[src/rtl/peripheral_logic_pkg.sv]
// Shared types for the peripheral logic delay-chain qualifier.
package peripheral_logic_pkg;
  typedef enum logic [1:0] {
    STABLE_LO = 2'd0,
    QUAL_HI   = 2'd1,
    STABLE_HI = 2'd2,
    QUAL_LO   = 2'd3
  } deb_state_t;
endpackage

[src/rtl/peripheral_logic_sat_counter.sv]
// Saturating up-counter with synchronous clear taking priority over increment.
module peripheral_logic_sat_counter #(
  parameter int W = 16
) (
  input  logic         clock,
  input  logic         resetn,
  input  logic         inc,
  input  logic         clr,
  output logic [W-1:0] count
);
  localparam logic [W-1:0] MAX = '1;
  localparam logic [W-1:0] ONE = W'(1);

  logic [W-1:0] r_count;

  always_ff @(posedge clock or negedge resetn) begin
    if (!resetn) begin
      r_count <= '0;
    end else if (clr) begin
      r_count <= '0;
    end else if (inc && (r_count != MAX)) begin
      r_count <= r_count + ONE;
    end
  end

  assign count = r_count;
endmodule

[src/rtl/peripheral_logic_agree_debounce.sv]
// Qualifies the four delay-chain taps into a debounced level with edge pulses
// and saturating rise/glitch event counters.
module peripheral_logic_agree_debounce
  import peripheral_logic_pkg::*;
#(
  parameter int HOLD_CYCLES = 3,
  parameter int CNT_W       = 16
) (
  input  logic             clock,
  input  logic             resetn,
  input  logic             data_delay_1,
  input  logic             data_delay_2,
  input  logic             data_delay_3,
  input  logic             data_delay_4,
  input  logic             clear_counts,
  output logic             level_out,
  output logic             rise_pulse,
  output logic             fall_pulse,
  output logic [CNT_W-1:0] rise_count,
  output logic [CNT_W-1:0] glitch_count
);
  localparam int HW = (HOLD_CYCLES >= 1) ? $clog2(HOLD_CYCLES + 1) : 1;
  localparam logic [HW-1:0] HOLD_MAX = HW'(HOLD_CYCLES);
  localparam logic [HW-1:0] ONE_H    = HW'(1);

  generate
    if (HOLD_CYCLES < 1) begin : g_bad_hold
      $error("HOLD_CYCLES must be >= 1");
    end
    if (CNT_W < 1) begin : g_bad_cnt
      $error("CNT_W must be >= 1");
    end
  endgenerate

  logic       w_agree_hi, w_agree_lo;
  deb_state_t r_state, w_state_nxt;
  logic [HW-1:0] r_hold, w_hold_nxt;
  logic       r_level, w_level_nxt;
  logic       r_rise, w_rise_nxt;
  logic       r_fall, w_fall_nxt;
  logic       w_rise_inc, w_glitch_inc;

  assign w_agree_hi = data_delay_1 & data_delay_2 & data_delay_3 & data_delay_4;
  assign w_agree_lo = ~(data_delay_1 | data_delay_2 | data_delay_3 | data_delay_4);

  always_ff @(posedge clock or negedge resetn) begin
    if (!resetn) begin
      r_state <= STABLE_LO;
      r_hold  <= '0;
      r_level <= 1'b0;
      r_rise  <= 1'b0;
      r_fall  <= 1'b0;
    end else begin
      r_state <= w_state_nxt;
      r_hold  <= w_hold_nxt;
      r_level <= w_level_nxt;
      r_rise  <= w_rise_nxt;
      r_fall  <= w_fall_nxt;
    end
  end

  // Any loss of agreement during qualification, including opposite agreement, aborts.
  always_comb begin
    w_state_nxt  = r_state;
    w_hold_nxt   = r_hold;
    w_level_nxt  = r_level;
    w_rise_nxt   = 1'b0;
    w_fall_nxt   = 1'b0;
    w_rise_inc   = 1'b0;
    w_glitch_inc = 1'b0;
    unique case (r_state)
      STABLE_LO: begin
        w_hold_nxt = '0;
        if (w_agree_hi) begin
          w_state_nxt = QUAL_HI;
          w_hold_nxt  = ONE_H;
        end
      end
      QUAL_HI: begin
        if (!w_agree_hi) begin
          w_state_nxt  = STABLE_LO;
          w_hold_nxt   = '0;
          w_glitch_inc = 1'b1;
        end else if (r_hold == HOLD_MAX) begin
          w_state_nxt = STABLE_HI;
          w_hold_nxt  = '0;
          w_level_nxt = 1'b1;
          w_rise_nxt  = 1'b1;
          w_rise_inc  = 1'b1;
        end else begin
          w_hold_nxt = r_hold + ONE_H;
        end
      end
      STABLE_HI: begin
        w_hold_nxt = '0;
        if (w_agree_lo) begin
          w_state_nxt = QUAL_LO;
          w_hold_nxt  = ONE_H;
        end
      end
      QUAL_LO: begin
        if (!w_agree_lo) begin
          w_state_nxt  = STABLE_HI;
          w_hold_nxt   = '0;
          w_glitch_inc = 1'b1;
        end else if (r_hold == HOLD_MAX) begin
          w_state_nxt = STABLE_LO;
          w_hold_nxt  = '0;
          w_level_nxt = 1'b0;
          w_fall_nxt  = 1'b1;
        end else begin
          w_hold_nxt = r_hold + ONE_H;
        end
      end
      default: begin
        w_state_nxt = STABLE_LO;
        w_hold_nxt  = '0;
        w_level_nxt = 1'b0;
      end
    endcase
  end

  peripheral_logic_sat_counter #(.W(CNT_W)) u_rise_cnt (
    .clock  (clock),
    .resetn (resetn),
    .inc    (w_rise_inc),
    .clr    (clear_counts),
    .count  (rise_count)
  );

  peripheral_logic_sat_counter #(.W(CNT_W)) u_glitch_cnt (
    .clock  (clock),
    .resetn (resetn),
    .inc    (w_glitch_inc),
    .clr    (clear_counts),
    .count  (glitch_count)
  );

  assign level_out  = r_level;
  assign rise_pulse = r_rise;
  assign fall_pulse = r_fall;
endmodule

[config.mk]
export PLATFORM = sky130hd
export DESIGN_NAME = peripheral_logic_agree_debounce
export DESIGN_NICKNAME = d
export VERILOG_FILES = /design/src/rtl/peripheral_logic_pkg.sv /design/src/rtl/peripheral_logic_sat_counter.sv /design/src/rtl/peripheral_logic_agree_debounce.sv
export SDC_FILE = /design/constraint.sdc
export NUM_CORES = 1
export LEC_CHECK = 0
export CAP_MARGIN = 5
export CORE_MARGIN = 2
export CORE_UTILIZATION = 40
export CTS_CLUSTER_DIAMETER = 80
export DETAILED_ROUTE_END_ITERATION = 16
export PLACE_DENSITY = 0.78
export RECOVER_POWER = 25
export SLEW_MARGIN = 40
export SYNTH_ARGS = -nofsm -noshare
export SYNTH_HDL_FRONTEND = slang
export SYNTH_SLANG_ARGS = --single-unit
[constraint.sdc]
create_clock -name clock -period 1.65 [get_ports clock]
set_input_delay 0.33 -clock clock [delete_from_list [all_inputs] [get_ports clock]]
set_output_delay 0.33 -clock clock [all_outputs]
set_load 0.02 [all_outputs]
== Word-level counts from Yosys, hierarchy flattened ==
Cells that the tools add are included.
Word-level totals
  word-level logic and storage cells: 68
  output and inout bits: 35
  input port bits: 7
  register bits after elaboration: 39
Cells by class
  bitwise gates (word level): 6
  reduce and logical (&&, ||, !) cells: 8
  add/sub/neg operators: 3
  mux-type cells: 30
  eq/ne operators: 14
Operator list (count)
  16-bit 2-to-1 mux: 4
  16-bit by 1-bit adder with 16-bit output, second input constant: 2
  16-bit inequality test, second input constant: 2
  2-bit 2-to-1 mux: 9
  2-bit case mux with 4 select lines: 2
  1-bit 2-to-1 mux: 13
  2-bit inequality test, second input constant: 6
  2-bit equality test, second input constant: 3
  3-bit inequality test, second input constant: 2
  2-bit nonzero test: 3
  5-bit AND reduction: 1
  1-bit case mux with 2 select lines: 2
  4-bit AND reduction: 1
  1-bit bitwise AND: 3
  1-bit OR: 3
  2-bit by 1-bit adder with 2-bit output, second input constant: 1
  2-bit by 1-bit equality test with 1-bit output, second input constant: 1
  1-bit logical AND: 2
  2-bit logical NOT: 1

== Longest topological paths before layout ==
  depth in word-level cells: 8
  gate-level depth with buffers: 6
  gate-level depth less buffers: 5

== By module ==
From an unflattened synthesis, not the netlist that was laid out.
Unflattened totals
  cell total of the unflattened synthesis: 221
  area, all modules: 2178.3 um2
By module, submodules not included
  peripheral_logic_sat_counter: instances 2, cells each 98, seq. area each 400.4 um2, area each 942.2 um2
  peripheral_logic_agree_debounce: instances 1, cells each 25, seq. area each 175.2 um2, area each 294.0 um2

== Worst setup path before layout ==
Ideal clock, no wire load.
  path type: flip-flop to flip-flop
  start point: register u_rise_cnt.r_count[0] (netlist: u_rise_cnt.count[0])
  end point: register u_rise_cnt.r_count[6] (netlist: u_rise_cnt.count[6])
  required time: 1.522 ns
  setup time: 0.128 ns
  arrival: 1.713 ns
  buffers on the path: 1
  path slack: -0.190 ns
  stages on the path, launching flop included: 7
  cells stage by stage: dfrtp_1 ha_1 and4_1 nor4b_2 buf_2 nor3_1 mux2_1
Between the ends
  longest elaborated chain between the ends: 3
  elaborated cells between the ends (all ways): 6
  classes of those cells: add/sub: 1; eq/ne: 1; mux: 2; reduce/logical: 2
Ends and longest elaborated chain
  start: declaration: RTL line peripheral_logic_sat_counter.sv:14  | logic [W-1:0] r_count;
  start signal: assignment: RTL line peripheral_logic_sat_counter.sv:22  | r_count <= r_count + ONE;
  16-bit by 1-bit adder with 16-bit output or 16-bit inequality test (tied branches): RTL line peripheral_logic_sat_counter.sv:22, peripheral_logic_sat_counter.sv:21
  16-bit 2-to-1 mux or 1-bit logical AND (tied branches): RTL line peripheral_logic_sat_counter.sv:21  | end else if (inc && (r_count != MAX)) begin
  16-bit 2-to-1 mux or 2-bit nonzero test (tied branches)
Parallel ways exist; a longest one is shown, timed or not. The select of a mux whose other input is x is not followed.
A chain may end at the register's enable or synchronous reset.

== Worst setup path in the final report ==
  start point: input port data_delay_3
  end point: register u_glitch_cnt.r_count[8] (netlist: u_glitch_cnt.count[8])
Between the ends
  longest elaborated chain between the ends: 6
  elaborated cells between the ends (all ways): 9
  classes of those cells: mux: 3; bitwise: 4; reduce/logical: 2
Ends and longest elaborated chain
  start: declaration: RTL line peripheral_logic_agree_debounce.sv:13  | input logic data_delay_3,
  1-bit OR or 1-bit bitwise AND (tied branches) (2 in a row): RTL line peripheral_logic_agree_debounce.sv:44, peripheral_logic_agree_debounce.sv:43
  1-bit 2-to-1 mux (on tied branches): RTL line peripheral_logic_agree_debounce.sv:102, peripheral_logic_agree_debounce.sv:80
  1-bit case mux with 2 select lines (*): RTL line peripheral_logic_agree_debounce.sv:71  | unique case (r_state)
  1-bit logical AND (*): RTL line peripheral_logic_sat_counter.sv:21
  2-bit nonzero test (no line) (*)
  end signal: assignment: RTL line peripheral_logic_sat_counter.sv:22
  end: declaration: RTL line peripheral_logic_sat_counter.sv:14
Every way passes the cells marked *; elsewhere a longest branch is shown, timed or not.

==> results.json <==
{
  "p_leak_nw": 1.736,
  "clkSinkCount": 39,
  "synth_warnings": 0,
  "cts_tree": "built",
  "ios": 42,
  "final_net_count": 344,
  "min_path_type": "input pin to asynchronous set/reset pin",
  "htreeDepth": 2,
  "synth_seq_cells": 39,
  "cp_max_fo": 7,
  "cp_data_required_time_ns": 1.82,
  "detail_route.first_pass.iterations": 4,
  "fp.dieArea_um2": 6428,
  "place_ws_ns": -0.6268,
  "vdd_ir_drop_max_v": 0.0003871,
  "synthCells": 228,
  "clockBufferDepth": 2,
  "setup_viol": 19,
  "synth_area_leaders": "dfrtp_1, mux2_1, a21oi_1, or4_1, o31ai_1",
  "use_met3": 0.03371,
  "grt_overflow": 0,
  "start_kind": "input pin",
  "netlist.area_leader.share": 0.4205,
  "min_period_over_period": 1.053,
  "post_drt_wl_per_cell_um": 16.66,
  "syn_to_final_growth_pct": 62.64,
  "drc": 0,
  "p_per_area_nw_per_um2": 499.3,
  "layout-drive-gt1-share": 0.5015,
  "status": "finished with violations",
  "vias": 2352,
  "clock-skew-final_ns": 0.007458,
  "routed_wl_mm": 6.780,
  "power.total_mw": 1.885,
  "grt_pass1_wl_mm": 10.62,
  "met2_usage": 0.3617,
  "setup_ws_ns": -0.08784,
  "worstMarginPinSlew_ns": 1.002,
  "final_util": 0.6813,
  "max_freq_mhz": 575.4,
  "path_clk_slew_ns": 0.08,
  "layout_min_cycle_time_ns": 1.738,
  "fp.dieH_um": 80.18,
  "maxCapViolCount": 0,
  "synth-async-reset-ratio": 1.000,
  "clk_latency_ns": 0.28,
  "maxSlewViolCount": 0,
  "syn_avg_cell_area_um2": 10.18,
  "start_util": 0.4189,
  "dpl.cell_count": 383,
  "setup.worst_path.class": "input pin to flip-flop",
  "grt-busiest-layer": "met2",
  "antenna_found_initial": 0,
  "dieWidth_um": 80.18,
  "reg2regPathDepth": 4,
  "slew_headroom": 0.3317,
  "synth_top_cell_by_area": "dfrtp_1",
  "grtUsageMet1": 0.2585,
  "core.rowCount": 27,
  "dp_hpwl_mm": 4.358,
  "syn-num-nets": 238,
  "n_antenna_cell": 0,
  "grt_max_degree": 40,
  "syn-cell-area_um2": 2321,
  "synth_edf_count": 0,
  "failed_checks": "negative setup slack",
  "ctsHoldBuffers": 0,
  "ys_seq_area_frac": 0.4205,
  "drt_iter0_drc": 130,
  "grt_pass1_vias": 2293,
  "track_usage": 0.2059,
  "core_area_um2": 5540,
  "ctsRootBufferMaster": "clkbuf_8",
  "rsz0062_at_grt": "yes",
  "end_kind": "flip-flop",
  "place_congestion": 0.8433,
  "portBuffers": 41,
  "arrival_ns": 1.90,
  "yosysMostFrequentCell": "dfrtp_1",
  "numCtsBuffers": 5,
  "instances_no_fill": 407,
  "synth.top_cells.by_count": "dfrtp_1, a21oi_1, nor2_1",
  "synth_flop_cell": "dfrtp_1",
  "synth.distinct_cells": 50,
  "drt-vias-per-instance": 5.779,
  "hold-worst-slack_ns": 0.2742,
  "hold_viol_final": 0,
  "nFillCells": 426,
  "ant_nets": 0
}
## state kept, by name (all words and copies together) (netlist names)
| signal | cells |
|---|---|
| r_hold | 2 |
| fall_pulse | 1 |
| u_rise_cnt.count | 16 |
| rise_pulse | 1 |
| level_out | 1 |
| u_glitch_cnt.count | 16 |
| r_state | 2 |
## per-layer routing
metal / vias to the layer above / part of all wire
met5: - / 0
met4: 0 / 0.021
met3: 16 / 0.041
met2: 68 / 0.51
met1: 1161 / 0.43
li1: 1107 / -
## kinds of logic (layout without fill, tap and decap cells)
kind of cell / after synthesis / after routing / synth area share
AND/OR/NAND/NOR: 102 / 103 / 0.2965
multiplexers: 9 / 9 / 0.04367
adder cells (fa/ha/maj): 3 / 3 / 0.01617
flip-flops: 39 / 39 / 0.4205
AO/OA/AOI/OAI: 57 / 57 / 0.1844
buffers and inverters: 18 / 124 / 0.03881
## stage by stage
stage	setup TNS (ns)	cell area, µm²
final	-0.5919	3775
after global routing	-1.850	3775
after CTS	-0.3493	3515
after detailed placement	-16.74	3303
after global placement	-15.17	3303
after floorplan	-0.06010	2474
## final cells by class
type,instances,area (µm²),share of cell area
Sequential cell,39,1007,0.2668
Inverter,8,30.03,0.007955
Multi-Input combinational cell,172,1614,0.4276
Timing Repair Buffer,108,915.9,0.2426
Clock inverter,2,35.03,0.009281
Tap cell,72,90.09,0.02386
Clock buffer,6,82.58,0.02188
## final timing paths
kind	to	start	slack, ns
max	u_glitch_cnt.count[8]	data_delay_3	-0.09
min	u_rise_cnt.count[3]	resetn	0.27
max reg2reg	u_glitch_cnt.count[8]	r_state[1]	-0.08
min reg2reg	level_out	level_out	0.53
max in group asynchronous	r_state[0]	resetn	0.67
min in group clock	fall_pulse	data_delay_4	0.45
## power by group
group          total [mW]  switching (mW)  internal, mW  leakage, nW
combinational      0.0939          0.0630        0.0309         1.18
clock               0.831           0.341         0.490       0.0612
sequential          0.960         0.00319         0.957        0.499
total                1.88           0.407          1.48         1.74
## layout by cell type, fill, tap and decap left out, types with 8 or more instances in the layout
master         count
inv_1              8
o31ai_1            8
a21oi_1            8
a21oi_2           10
dlygate4sd2_1     28
nand3_1            8
dfrtp_2           25
nor2b_1            9
o21ai_0            8
buf_4             57
nand2_1            9
dfrtp_1           14
buf_6              8
nor2_1            14
## worst max-delay path, cell delays in order
cell and delay (ns):
clkdlybuf4s15_2 0.23, o41a_4 0.50, o21ai_4 0.39, nor4b_2 0.11, mux2_1 0.33
## timing repair
item / in CTS / in global routing
pin swaps: 20 / 12
buffers inserted: 7 / 9
endpoints found under the setup margin: 61 / 30
cloned: 1 / 0
resized for setup: 63 / 41
(Power assumes the default switching activity.)
